**src/rtl/ack_req_if.sv**
```systemverilog
// Ack-bus side signals of one per-source requester.
// master: the requester; slave: the module/bus side that feeds it.
interface ack_req_if;
  logic       ack_push;
  logic       ack_ready;
  logic       ack_event;
  logic       clr_overflow;
  logic       req;
  logic       ack_done;
  logic [3:0] pending;
  logic       overflow;
  logic       starved;

  modport master (
    input  ack_push, ack_ready, ack_event, clr_overflow,
    output req, ack_done, pending, overflow, starved
  );

  modport slave (
    output ack_push, ack_ready, ack_event, clr_overflow,
    input  req, ack_done, pending, overflow, starved
  );
endinterface

```
**src/rtl/ack_req_agent.sv**
```systemverilog
// Per-source ack requester: queues completion events, requests the fixed-priority
// ack bus, backs off after each grant, and flags overflow and starvation.
module ack_req_agent #(
  parameter int unsigned MAX_PENDING  = 4,
  parameter int unsigned HOLDOFF      = 1,
  parameter int unsigned STARVE_LIMIT = 64
) (
  input  logic      clk,
  input  logic      rst_n,
  ack_req_if.master bus
);

  localparam int unsigned PEND_W = 4;
  localparam int unsigned WAIT_W = 8;
  localparam int unsigned HOLD_W = (HOLDOFF > 1) ? $clog2(HOLDOFF) : 1;

  typedef enum logic [1:0] {
    S_IDLE = 2'd0,
    S_REQ  = 2'd1,
    S_HOLD = 2'd2
  } state_e;

  state_e              state_q, state_d;
  logic [PEND_W-1:0]   pending_q, pending_d;
  logic [HOLD_W-1:0]   hold_cnt_q, hold_cnt_d;
  logic [WAIT_W-1:0]   wait_q, wait_d;
  logic                req_q, req_d;
  logic                ack_done_q, ack_done_d;
  logic                overflow_q, overflow_d;
  logic                starved_q, starved_d;

  logic                grant;
  logic                at_max;
  logic                drop;
  logic                has_work;

  always_comb begin
    state_d    = state_q;
    pending_d  = pending_q;
    hold_cnt_d = hold_cnt_q;
    wait_d     = '0;
    overflow_d = overflow_q;

    grant    = (state_q == S_REQ) && bus.ack_ready && bus.ack_event;
    at_max   = (pending_q == PEND_W'(MAX_PENDING));
    drop     = bus.ack_push && !grant && at_max;
    has_work = (pending_q != '0) || bus.ack_push;

    // Push and grant together cancel; a push at the ceiling without a grant is lost.
    if (bus.ack_push && !grant && !at_max) begin
      pending_d = pending_q + PEND_W'(1);
    end else if (grant && !bus.ack_push) begin
      pending_d = pending_q - PEND_W'(1);
    end

    if (drop) begin
      overflow_d = 1'b1;
    end else if (bus.clr_overflow) begin
      overflow_d = 1'b0;
    end

    case (state_q)
      S_IDLE: begin
        if (has_work) state_d = S_REQ;
      end
      S_REQ: begin
        if (grant) begin
          if (HOLDOFF != 0) begin
            state_d    = S_HOLD;
            hold_cnt_d = HOLD_W'(HOLDOFF - 1);
          end else begin
            state_d = (pending_d != '0) ? S_REQ : S_IDLE;
          end
        end else begin
          wait_d = (wait_q == WAIT_W'(STARVE_LIMIT)) ? wait_q : wait_q + WAIT_W'(1);
        end
      end
      S_HOLD: begin
        if (hold_cnt_q == '0) begin
          state_d = has_work ? S_REQ : S_IDLE;
        end else begin
          hold_cnt_d = hold_cnt_q - HOLD_W'(1);
        end
      end
      default: state_d = S_IDLE;
    endcase

    req_d      = (state_d == S_REQ);
    ack_done_d = grant;
    starved_d  = (wait_d == WAIT_W'(STARVE_LIMIT));
  end

  always_ff @(posedge clk or negedge rst_n) begin
    if (!rst_n) begin
      state_q    <= S_IDLE;
      pending_q  <= '0;
      hold_cnt_q <= '0;
      wait_q     <= '0;
      req_q      <= 1'b0;
      ack_done_q <= 1'b0;
      overflow_q <= 1'b0;
      starved_q  <= 1'b0;
    end else begin
      state_q    <= state_d;
      pending_q  <= pending_d;
      hold_cnt_q <= hold_cnt_d;
      wait_q     <= wait_d;
      req_q      <= req_d;
      ack_done_q <= ack_done_d;
      overflow_q <= overflow_d;
      starved_q  <= starved_d;
    end
  end

  assign bus.req      = req_q;
  assign bus.ack_done = ack_done_q;
  assign bus.pending  = pending_q;
  assign bus.overflow = overflow_q;
  assign bus.starved  = starved_q;

endmodule
```
**src/flat_wrapper.sv**
```systemverilog
// flat-port wrapper written by rule: the top's interface ports become plain ports
module ack_req_agent_flat 
#(
  parameter int unsigned MAX_PENDING  = 4,
  parameter int unsigned HOLDOFF      = 1,
  parameter int unsigned STARVE_LIMIT = 64
)
  (clk, rst_n, bus_ack_push, bus_ack_ready, bus_ack_event, bus_clr_overflow, bus_req, bus_ack_done, bus_pending, bus_overflow, bus_starved);
  ack_req_if bus_i ();
  input  logic clk;
  input  logic rst_n;
  input wire logic [$bits(bus_i.ack_push)-1:0] bus_ack_push;
  input wire logic [$bits(bus_i.ack_ready)-1:0] bus_ack_ready;
  input wire logic [$bits(bus_i.ack_event)-1:0] bus_ack_event;
  input wire logic [$bits(bus_i.clr_overflow)-1:0] bus_clr_overflow;
  output wire logic [$bits(bus_i.req)-1:0] bus_req;
  output wire logic [$bits(bus_i.ack_done)-1:0] bus_ack_done;
  output wire logic [$bits(bus_i.pending)-1:0] bus_pending;
  output wire logic [$bits(bus_i.overflow)-1:0] bus_overflow;
  output wire logic [$bits(bus_i.starved)-1:0] bus_starved;
  assign bus_i.ack_push = bus_ack_push;
  assign bus_i.ack_ready = bus_ack_ready;
  assign bus_i.ack_event = bus_ack_event;
  assign bus_i.clr_overflow = bus_clr_overflow;
  assign bus_req = bus_i.req;
  assign bus_ack_done = bus_i.ack_done;
  assign bus_pending = bus_i.pending;
  assign bus_overflow = bus_i.overflow;
  assign bus_starved = bus_i.starved;
  ack_req_agent #(.MAX_PENDING(MAX_PENDING), .HOLDOFF(HOLDOFF), .STARVE_LIMIT(STARVE_LIMIT)) u_core (.clk(clk), .rst_n(rst_n), .bus(bus_i));
endmodule
```
**config.mk**
```make
export PLATFORM = sky130hd
export DESIGN_NAME = ack_req_agent_flat
export DESIGN_NICKNAME = d
export VERILOG_FILES = /design/src/rtl/ack_req_if.sv /design/src/rtl/ack_req_agent.sv /design/src/flat_wrapper.sv
export SDC_FILE = /design/constraint.sdc
export NUM_CORES = 1
export LEC_CHECK = 0
export CORE_ASPECT_RATIO = 0.75
export CORE_MARGIN = 2
export CORE_UTILIZATION = 55
export DETAILED_ROUTE_END_ITERATION = 10
export GPL_TIMING_DRIVEN = 0
export PLACE_DENSITY = 0.81
export SETUP_SLACK_MARGIN = 0.02
export SYNTH_ARGS = -nofsm -noshare
export SYNTH_HDL_FRONTEND = slang
export SYNTH_SLANG_ARGS = --single-unit
```
**constraint.sdc**
```tcl
create_clock -name clk -period 4.6 [get_ports clk]
set_clock_uncertainty 0.1 [all_clocks]
set_input_delay 0.46 -clock clk [delete_from_list [all_inputs] [get_ports clk]]
set_output_delay 0.46 -clock clk [all_outputs]
set_load 0.01 [all_outputs]
```
Word-level counts from Yosys, hierarchy flattened
Index checks and enable logic that the tools add are counted.
{"block": "totals", "regBits": 19, "inputBits": 6, "out_inout_bits": 8, "elab_cells": 50}
{"block": "op_classes", "addsub": 4, "eq_ne": 7, "mux": 15, "reduce_logical": 16}
{"operator": "$mux W8", "count": 3}
{"operator": "$eq A8 B7 Y1 const B", "count": 2}
{"operator": "$add A8 B1 Y8 const B", "count": 1}
{"operator": "$mux W4", "count": 2}
{"operator": "$logic_and A1 B1 Y1", "count": 6}
{"operator": "$mux W2", "count": 3}
{"operator": "$pmux W2 S3", "count": 1}
{"operator": "$reduce_bool A2 Y1", "count": 3}
{"operator": "$mux W1", "count": 5}
{"operator": "$add A4 B1 Y4 const B", "count": 1}
{"operator": "$eq A2 B1 Y1 const B", "count": 2}
{"operator": "$eq A4 B3 Y1 const B", "count": 1}
{"operator": "$reduce_bool A4 Y1", "count": 1}
{"operator": "$sub A4 B1 Y4 const B", "count": 1}
{"operator": "$logic_not A1 Y1", "count": 3}
{"operator": "$eq A2 B2 Y1 const B", "count": 1}
{"operator": "$logic_not A2 Y1", "count": 1}
{"operator": "$ne A2 B1 Y1 const B", "count": 1}
{"operator": "$pmux W1 S2", "count": 1}
{"operator": "$reduce_and A2 Y1", "count": 1}
{"operator": "$logic_or A1 B1 Y1", "count": 1}
{"operator": "$sub A1 B1 Y1 const B", "count": 1}

Logic depth before layout (Yosys ltp)
Gate-level depths: netlist (run 1).
{"block": "logic_depth", "ltp_word": 7, "depth_mapped": 9, "depth_no_buf": 9}

Worst setup path before layout (run 1)
No wires, ideal clock.
{"block": "synth_timing", "path_kind": "input -> register", "startpoint": "in bus_ack_ready", "endpoint": "reg u_core.pending_q[3], in the netlist u_core.bus.pending[3]", "setup_ns": 0.080, "arrival_ns": 1.891, "t_required_ns": 4.420, "setup_slack_ns": 2.529, "stages": 9, "n_path_buf": 0, "path_cell_list": "nand4b_1 > nand2_1 > a21oi_1 > inv_1 > ha_1 > a21o_1 > a21oi_1 > mux2i_1 > xnor2_1"}
{"block": "synth_between", "elab_chain_len": 6}
{"item": "from (decl)", "line": "flat_wrapper.sv:13", "rtl": "input wire logic [$bits(bus_i.ack_ready)-1:0] bus_ack_ready;"}
{"item": "$logic_and A1 B1 Y1 (*) (2 in a row)", "line": "ack_req_agent.sv:44", "rtl": "grant = (state_q == S_REQ) && bus.ack_ready && bus.ack_event;"}
{"item": "$logic_not A1 Y1", "line": "ack_req_agent.sv:50", "rtl": "if (bus.ack_push && !grant && !at_max) begin"}
{"item": "$logic_and A1 B1 Y1 (2 in a row)", "line": "ack_req_agent.sv:50"}
{"item": "$mux W4 / $reduce_bool A2 Y1 (equally long branches)"}
{"item": "to (signal assigned)", "line": "ack_req_agent.sv:105", "rtl": "pending_q <= pending_d;"}
{"item": "to (decl)", "line": "ack_req_agent.sv:24", "rtl": "logic [PEND_W-1:0] pending_q, pending_d;"}
Mark *: on every way between the ends. The rest lies on a longest branch, timed or not.
A chain may end at the register's enable or synchronous reset.

Worst setup path in the final report (run 1)
Same ends and word-level chain as after synthesis.

==> run metrics, run 1 <==
share of cells above drive strength 1 between 7 and 8%; post-DP HPWL 1220 µm; Total Wirelength 1640 µm; Slew HR 47.1%; Crit-path slowest cell clkdlybuf4s50_1; Logic pwr share a little under half; Hold Path Depth 1; mapped cell area 961 µm²; Num CTS Buffers 3; Fmax 408 MHz; vias per cell 5.27; max incr delay on CP between 0.4 and 0.5 ns; Final Util a little under 70%; critical path startpoint bus_ack_ready; CTS root buf clkbuf_4; worst skew pair latency 0.30 ns; met2 routed WL about 670 µm; XOR/XNOR Fraction of Synth Area 10.0%; DR pass1 iterations 4; Synth Net Count 104; NumNets Final 122; Area Overhead vs Synth 18.7%; worst r2r src u_core.state_q[0]; Post-CTS Resized 0; Ant. Diodes 0; I/O Pins 14; Peak supply drop 327 µV; Period minus WS final 2.45 ns; Main synth FF type dfrtp_1; YS warnings 0; Period Utilization, post-route between 50 and 60%; Antenna Violating Nets Remaining 0; Top delay family on crit path buffers and inverters; WP data arrival roughly 2.6 ns; CTS tree done; pwr/cell area 527 nW/µm²; post-synthesis sequential area ratio 46.9%; Compound-Gate Fraction of Synth Area under 10%; Synth top area share roughly 47%; Critical Path Stages 10; GRT overflow 0; Worst-Margin Slew 0.790 ns; P_leak between 0.5 and 0.6 nW; CP Capture Type flip-flop; largest net degree at the start of global routing 19; setup total negative slack 0 ns; number of DRC markers in iteration 0 8; WL/cell roughly 13 µm; Starting Density 56.8%; IO Port Bufs 13; Yosys top cell by area dfrtp_1; Psw 0.219 mW; post-synthesis mux area share 3.39%; commonest non-fill, non-tap cell in the layout dfrtp_1; R2R depth 9; Crit Path Class primary input to flip-flop; P_int 0.382 mW; max layer used met4; Unique masters post-synth 30; status complete, no violations; Syn Inst Count 93; FF+latch area between 400 and 500 µm²; Core ar. 1690 µm²; synthesized area per cell slightly above 10 µm²; Max Slew Vio Count 0; Min-Delay Path Class flip-flop to flip-flop; Hold-fix buffers, CTS 0; most frequent cells in the layout 18 x dfrtp_1, 14 x nor2_1, 13 x clkdlybuf4s50_1, 7 x inv_1, 7 x xnor2_1; switch share 36.4%; crit path cell chain clkdlybuf4s50_1 -> nand4b_1 -> nand2_1 -> a21oi_1 -> inv_1 -> ha_1 -> a21o_1 -> a21oi_1 -> mux2i_1 -> xnor2_1; Die Wd approximately 52 µm; CP Buf/Inv Count 2; Post-CTS Setup Bufs 0; multi-input logic area 465 µm²; routed metal-1 wirelength around 900 µm; Post-synth EDFFs 0; row count 13; Worst Setup Start Kind primary input; first-pass GRT wire length 2680 µm; clk slew on worst S/H paths 0.10 ns; cell with the most instances on the worst path a21oi_1; Synth Area in Simple Gates 20.1%; hold path start u_core.bus.pending[3]; largest family of logic cells by synthesized area simple AND/OR/NAND/NOR gates; Post-synth ARST share 100%; Setup-failing EPs final 0; DRC 0; initial antenna violation count 0; GRT Total Usage 18.8%; post-synthesis register bit count 18; max cap viols 0; number of global-route vias before repair 606; H-tree depth 1; fill count 153; die area 2100 µm²; top cells by area, synth dfrtp_1 47%, xnor2_1 6.4%, nor2_1 5.5%; detailed-route via count roughly 700; gpl congestion 0.897; sequential share of power 40.6%; Clock Tree Buf Depth 2; clk sinks 18; Worst Path Max Fanout 4; die height between 40 and 50 µm; met3 routed WL approximately 68 µm; Hold Vio Cnt, Final 0; RSZ-0062 raised after global routing false; post-synthesis adder-cell area fraction 7.29%; CP Data Required Time 4.73 ns; clock power share 13.1%
Yosys cell counts (all sizes together) (2+ instances only):
cell type	count
dfrtp	18
nor2	14
inv	7
xnor2	7
a21oi	6
nand2	6
ha	4
xor2	4
nand3	3
o21ai	3
mux2	2
nand2b	2
nand4	2
power by group through the flow:
stage          registers (mW)  clock network [mW]  logic [mW]
6_report                0.244              0.0790       0.278
5_1_grt                 0.252              0.0878       0.315
4_1_cts                 0.245              0.0833       0.283
3_5_place_dp            0.247                   0       0.281
3_3_place_gp            0.245                   0       0.273
2_1_floorplan           0.251                   0       0.174
through the flow:
stage	total power [mW]	hold slack, ns	setup slack (ns)	std cells	area [µm²]
5_1_grt	0.654	0.446	1.97	131	1140
4_1_cts	0.610	0.414	2.17	131	1140
2_1_floorplan	0.426	0.0644	2.53	93	961
3_5_place_dp	0.527	0.392	1.85	128	1120
6_report	0.601	0.410	2.15	131	1140
3_3_place_gp	0.519	0.395	1.91	128	1120
worst register-to-register path: stages, from the launching register on:
cell	delay (ns)
dfrtp_1	0.42
nand4b_1	0.18
nand2_1	0.10
a21oi_1	0.23
inv_1	0.14
ha_1	0.29
a21o_1	0.17
a21oi_1	0.18
mux2i_1	0.23
xnor2_1	0.14
logic make-up after synthesis:
logic type,count (synthesis)
multiplexers,3
buffers and inverters,9
AO/OA/AOI/OAI,13
adder cells (fa/ha/maj),5
flip-flops,18
AND/OR/NAND/NOR,34
XOR/XNOR,11
final cells by class:
class | instances | area share, %
buffer | 2 | 1.64
clock buffer | 3 | 1.97
inverter | 7 | 2.30
multi-input combinational | 66 | 40.8
sequential | 18 | 39.5
tap | 22 | 2.41
timing repair buffer | 13 | 11.4
final timing paths:
kind / slack (ns) / endpoint
worst min-delay path: 0.41 / u_core.bus.pending[3]
worst max-delay path: 2.15 / u_core.bus.pending[3]
min in group asynchronous: 0.51 / u_core.wait_q[2]
worst min register to register: 0.41 / u_core.bus.pending[3]
worst max register to register: 2.35 / u_core.bus.pending[3]
max in group asynchronous: 3.40 / u_core.wait_q[1]
registers in the layout, summed over array words and instances, names as in the netlist:
signal and flops:
u_core.wait_q 8, u_core.bus.ack_done 1, u_core.bus.overflow 1, u_core.bus.starved 1
u_core.bus.req 1, u_core.state_q 2, u_core.bus.pending 4
metal layers:
| metal | GRT usage [%] | up-vias |
|---|---|---|
| met2 | 26.3 | 9 |
| met5 | 0 | - |
| met3 | 7.84 | 5 |
| met1 | 25.8 | 330 |
| li1 | - | 347 |
| met4 | 7.69 | 0 |
(Power assumes the default switching activity.)
==> inputs of run 2 (changes only) <==
--- a/config.mk
+++ b/config.mk
@@ -7,10 +7,10 @@
 export LEC_CHECK = 0
 export CORE_ASPECT_RATIO = 0.75
 export CORE_MARGIN = 2
-export CORE_UTILIZATION = 55
+export CORE_UTILIZATION = 52
 export DETAILED_ROUTE_END_ITERATION = 10
 export GPL_TIMING_DRIVEN = 0
-export PLACE_DENSITY = 0.81
+export PLACE_DENSITY = 0.77
 export SETUP_SLACK_MARGIN = 0.02
 export SYNTH_ARGS = -nofsm -noshare
 export SYNTH_HDL_FRONTEND = slang
==> constraint.sdc (replaced) <==
create_clock -name clk -period 2.4 [get_ports clk]
set_clock_uncertainty 0.1 [all_clocks]
set_input_delay 0.24 -clock clk [delete_from_list [all_inputs] [get_ports clk]]
set_output_delay 0.24 -clock clk [all_outputs]
set_load 0.01 [all_outputs]
==> run 2 against run 1 <==
Power grew 92%. Final cell count did not move. Largest cell class unchanged. Combinational power rose by 93%. Design area grew 0.33%. Sequential cell count stayed put. Utilization is 1.7 points lower.
==> run metrics, run 2 (synthesis gave the netlist of run 1 again) <==
die height 41.2 µm; Power, Total 1.15 mW; gpl congestion 0.760; Min-Delay Path Class primary input to async pin; clk slew on worst S/H paths around 0.10 ns; largest net degree at the start of global routing 19; WP data arrival 2.31 ns; WL/cell 12.8 µm; IO Port Bufs 13; worst skew pair latency ~0.29 ns; H-tree depth 1; Post-CTS Resized 0; Antenna Violating Nets Remaining 0; share of cells above drive strength 1 8.26%; Post-CTS Setup Bufs 0; Worst-Margin Slew 0.772 ns; most frequent cells in the layout 18 x dfrtp_1, 14 x nor2_1, 13 x clkdlybuf4s50_1, 7 x inv_1, 7 x xnor2_1; GRT Total Usage about a fifth; Die Wd 53.6 µm; detailed-route via count 684; Final Worst Setup Slack 0.213 ns; pwr/cell area 1010 nW/µm²; DRC 0; Crit-path slowest cell dfrtp_1; GRT overflow 0; CP Data Required Time around 2.5 ns; RSZ-0062 raised after global routing false; max cap viols 0; multi-input logic area 469 µm²; die area around 2200 µm²; fill count 142; CTS tree done; NumNets Final ~120; Total Wirelength 1680 µm; pre-CTS setup slack -0.0838 ns; Core ar. 1740 µm²; Worst Path Max Fanout 5; DR pass1 iterations 3; vias per cell 5.22; I/O Pins 14; first-pass GRT wire length 2710 µm; CP Buf/Inv Count 1; Placed Cells about 130; Period minus WS final 2.19 ns; clk sinks 18; P_leak ~0.50 nW; Slew HR 48.4%; Max Slew Vio Count 0; Starting Density 55.2%; Setup-failing EPs final 0; Peak supply drop approximately 650 µV; Hold Vio Cnt, Final 0; post-DP HPWL 1270 µm; initial antenna violation count 0; row count 13; Num CTS Buffers 3; Ant. Diodes 0; max reg flops 8; CP Capture Type flip-flop; Period Utilization, post-route between 90% and 100%; crit path cell chain nor3_1 -> a21oi_2 -> inv_1 -> ha_1 -> a21o_1 -> a21oi_1 -> mux2i_1 -> xnor2_1; post-route insts no fill around 130; final instance area 1140 µm²; status complete, no violations; commonest non-fill, non-tap cell in the layout dfrtp_1; DP Area 1120 µm²; number of DRC markers in iteration 0 12; Fmax about 460 MHz; FF+latch area 450 µm²; Top reg by flops u_core.wait_q; number of global-route vias before repair 597; Worst Setup Start Kind flip-flop; max incr delay on CP around 0.45 ns; Hold-fix buffers, CTS 0; Crit Path Class flip-flop to flip-flop; Area Overhead vs Synth 19.1%; Top delay family on crit path compound AO/OA/AOI/OAI gates; Clock Tree Buf Depth 2; CTS root buf clkbuf_4
[run 2: cell types whose count changed in the layout (fill, tap and decap cells not counted)]
cell,change
a21oi_1,-1
a21oi_2,+1
[run 2: area by class of cell]
type / count / share of cell area, %
Inverter: 7 / 2.30
Multi-Input combinational cell: 66 / 41.0
Timing Repair Buffer: 13 / 11.4
Sequential cell: 18 / 39.3
Tap cell: 22 / 2.40
Clock buffer: 3 / 1.97
Buffer: 2 / 1.64
[run 2: report_power, final]
group	leakage (nW)	internal, mW	switching, mW
Combinational	0.257	0.290	0.246
Clock	0.0138	0.0584	0.0893
Sequential	0.233	0.384	0.0829
[run 2: worst paths after layout]
| kind | end | cells after the start | startpoint | slack, ns |
|---|---|---|---|---|
| setup / recovery | u_core.bus.pending[3] | 8 | u_core.bus.pending[1] | 0.21 |
| hold / removal | u_core.bus.ack_done | 1 | rst_n | 0.29 |
| max in group asynchronous | u_core.wait_q[2] | 1 | rst_n | 1.43 |
| setup reg to reg | u_core.bus.pending[3] | 8 | u_core.bus.pending[1] | 0.21 |
| min in group clk | u_core.bus.pending[3] | 1 | u_core.bus.pending[3] | 0.41 |
| hold reg to reg | u_core.bus.pending[3] | 1 | u_core.bus.pending[3] | 0.41 |
[run 2: metrics by stage]
| step | hold WS, ns | utilization, % | setup TNS (ns) |
|---|---|---|---|
| floorplan | -0.156 | - | 0 |
| global placement | 0.394 | 64.3 | -0.0700 |
| detailed placement | 0.394 | 64.3 | -0.0838 |
| CTS | 0.325 | 65.6 | 0 |
| global route | 0.357 | 65.8 | 0 |
| finish | 0.290 | 65.8 | 0 |
[run 2: per-layer routing]
layer	part of all wire, %	global-route usage, %	vias to the layer above
met4	0.48	5.77	0
met3	3.3	6.57	3
met1	50	23.6	324
li1	-	-	346
met2	46	30.2	11
met5	0	0	-
==> RTL edit, RTL diff (config.mk and constraints of run 2) <==
Re-encode `state_e` (3 states) as one-hot, 3 bits wide.
--- a/src/rtl/ack_req_agent.sv
+++ b/src/rtl/ack_req_agent.sv
@@ -14,10 +14,10 @@
   localparam int unsigned WAIT_W = 8;
   localparam int unsigned HOLD_W = (HOLDOFF > 1) ? $clog2(HOLDOFF) : 1;
 
-  typedef enum logic [1:0] {
-    S_IDLE = 2'd0,
-    S_REQ  = 2'd1,
-    S_HOLD = 2'd2
+  typedef enum logic [2:0] {
+    S_IDLE = 3'b001,
+    S_REQ  = 3'b010,
+    S_HOLD = 3'b100
   } state_e;
 
   state_e              state_q, state_d;
Function: same outputs for any inputs over 10 cycles, from zero or initial values and one cycle with rst_n low; not proved beyond that.
==> RTL edit against run 2 <==
Wire length rose by 22%. Worst setup slack got worse by 0.081 ns. Synthesized area rose by 9.0%. Hold slack improved by 0.0016 ns. Power rose by 10%. Design area rose by 13%. Combinational power rose by 16%. Via count rose by 17%. Clock power rose by 13%. Sequential cell count rose by 1. Critical path type unchanged. Largest cell class unchanged. Highest routed layer unchanged.
==> RTL edit: results (changes against run 2) <==
- Via density: 5.47 (+4.7%)
- Synth Net Count: 111 (+6.7%)
- Post-route insts no fill: 146 (+11%)
- Gpl congestion: 0.864 (+14%)
- Outcome: complete, no violations
- Ranking of synthesized cells by area: dfrtp_1 (43%), xnor2_1 (5.9%), ha_1 (4.8%), nor2_1 (4.7%), nand3_1 (3.8%)
- Initial drt markers: 45 (+33)
- Clock latency at the later pin of the worst-skew pair: 0.31 ns (+0.02 ns)
- Worst-path maximum fanout: 3 (-2)
- Detailed Place HPWL: 1.39 mm (+9.5%)
- Area after DPL: 1210 um2 (+7.9%)
- Global-route wire length before repair: 3.48 mm (+29%)
- Library cells used by synthesis: 34 (+13%)
- Commonest cells in the netlist: dfrtp_1 (18), nor2_1 (13), inv_1 (8), nand3_1 (8)
- Layout cells sized above 1: 19.7% (+11 points)
- Cells after Synth: 100 (+7.5%)
- Crit-path max cell delay: 0.56 ns (+0.11 ns)
- Slowest library cell on the worst path: or4b_4
- R2R setup slack: 0.13 ns (-0.08 ns)
- Register area share after synthesis: 45.5% (-1.4 points)
- Hold_ws: 0.291 ns (+0.00162 ns)
- Vias in the first global route: 753 (+26%)
- TritonRoute pass-1 iters: 4 (+1)
- Largest net degree at the start of global routing: 20 (+1)
- Slew at the pin closest to its max-slew limit: 0.822 ns (+0.0503 ns)
- Fin nets: 134 (+9.8%)
- Placed Instances: 137 (+7.0%)
- Drt total wl: 2.05 mm (+22%)
- VDD IR-drop max: 684 uV (+5.1%)
- Static leakage: 0.000559 uW (+11%)
- Clock buffer depth: 2 (unchanged)
- Finished Cell Area: 1290 um2 (+13%)
- Worst Path Arrival: 2.41 ns (+0.10 ns)
- Number of fillers in the final layout: 167 (+18%)
- GRT Util Overall: 19.8% (+1.2 points)
- Clk root buf: clkbuf_4
- Critical Path Start: u_core.bus.pending[0]
## RTL edit: changes by cell type in the layout (fill, tap and decap cells not counted), sizes merged, moves of 2 or more
cell    change
or3         +2
a211oi      +2
nand2b      -2
nand3       +5
buf         +5
a21oi       -5
## RTL edit: metrics by stage
stage	setup WS, ns	total power (uW)
5_1_grt	0.0258	1370
4_1_cts	0.0501	1230
3_3_place_gp	-0.00978	990
3_5_place_dp	-0.0990	1010
2_1_floorplan	0.0695	821
6_report	0.132	1270
## RTL edit: how the worst max path moves through the flow
stage                             to  slack, ns  depth (start not counted)
2_1_floorplan  u_core.bus.pending[3]       0.07                          8
3_3_place_gp   u_core.bus.pending[3]      -0.01                          8
3_5_place_dp   u_core.bus.pending[3]       -0.1                          8
4_1_cts        u_core.bus.pending[3]       0.05                          8
5_1_grt        u_core.bus.pending[3]       0.03                          8
6_report       u_core.bus.pending[3]       0.13                          8
## RTL edit: cell families (layout without fill, tap and decap cells)
kind of cell / count (synthesis) / in the layout / share of synthesized area (%)
AO/OA/AOI/OAI: 11 / 11 / 8.72
flip-flops: 19 / 19 / 45.5
XOR/XNOR: 11 / 11 / 9.20
multiplexers: 4 / 4 / 4.78
adder cells (fa/ha/maj): 5 / 5 / 6.69
AND/OR/NAND/NOR: 41 / 41 / 21.7
buffers and inverters: 9 / 31 / 3.34
## RTL edit: power by group
part / switching (uW) / leakage (uW) / internal [uW]
clock: 102 / 0.0000150 / 65.0
sequential: 69.7 / 0.000246 / 410
combinational: 275 / 0.000298 / 346
total: 447 / 0.000559 / 821
## RTL edit: area by class of cell
class	instances	area share [%]
timing repair buffer	18	13.0
inverter	8	2.33
tap	24	2.33
multi-input combinational	72	42.7
clock buffer	4	2.04
buffer	1	0.388
sequential	19	37.2
## RTL edit: what timing repair did
item	4_1_cts	5_1_grt
setup buffers	2	3
resized for setup	4	2
setup endpoints to repair	1	1
pin swaps	0	2
## RTL edit: worst max-delay path, delay by kind of cell (launching register included)
family          cells  cell delay, ns
simple gates        1            0.56
flops               1            0.42
fa+ha+maj           1            0.22
xor+xnor            1            0.13
buf+inv             1            0.07
compound gates      3            0.47
mux                 1            0.22
## RTL edit: routing by layer
metal  global-route usage [%]  vias up  part of all wire, %
met5                        0        -                    0
met4                     11.0        0                  2.0
met3                     7.93        5                  4.8
met2                     26.7       19                   44
met1                     27.0      380                   49
li1                         -      394                    -
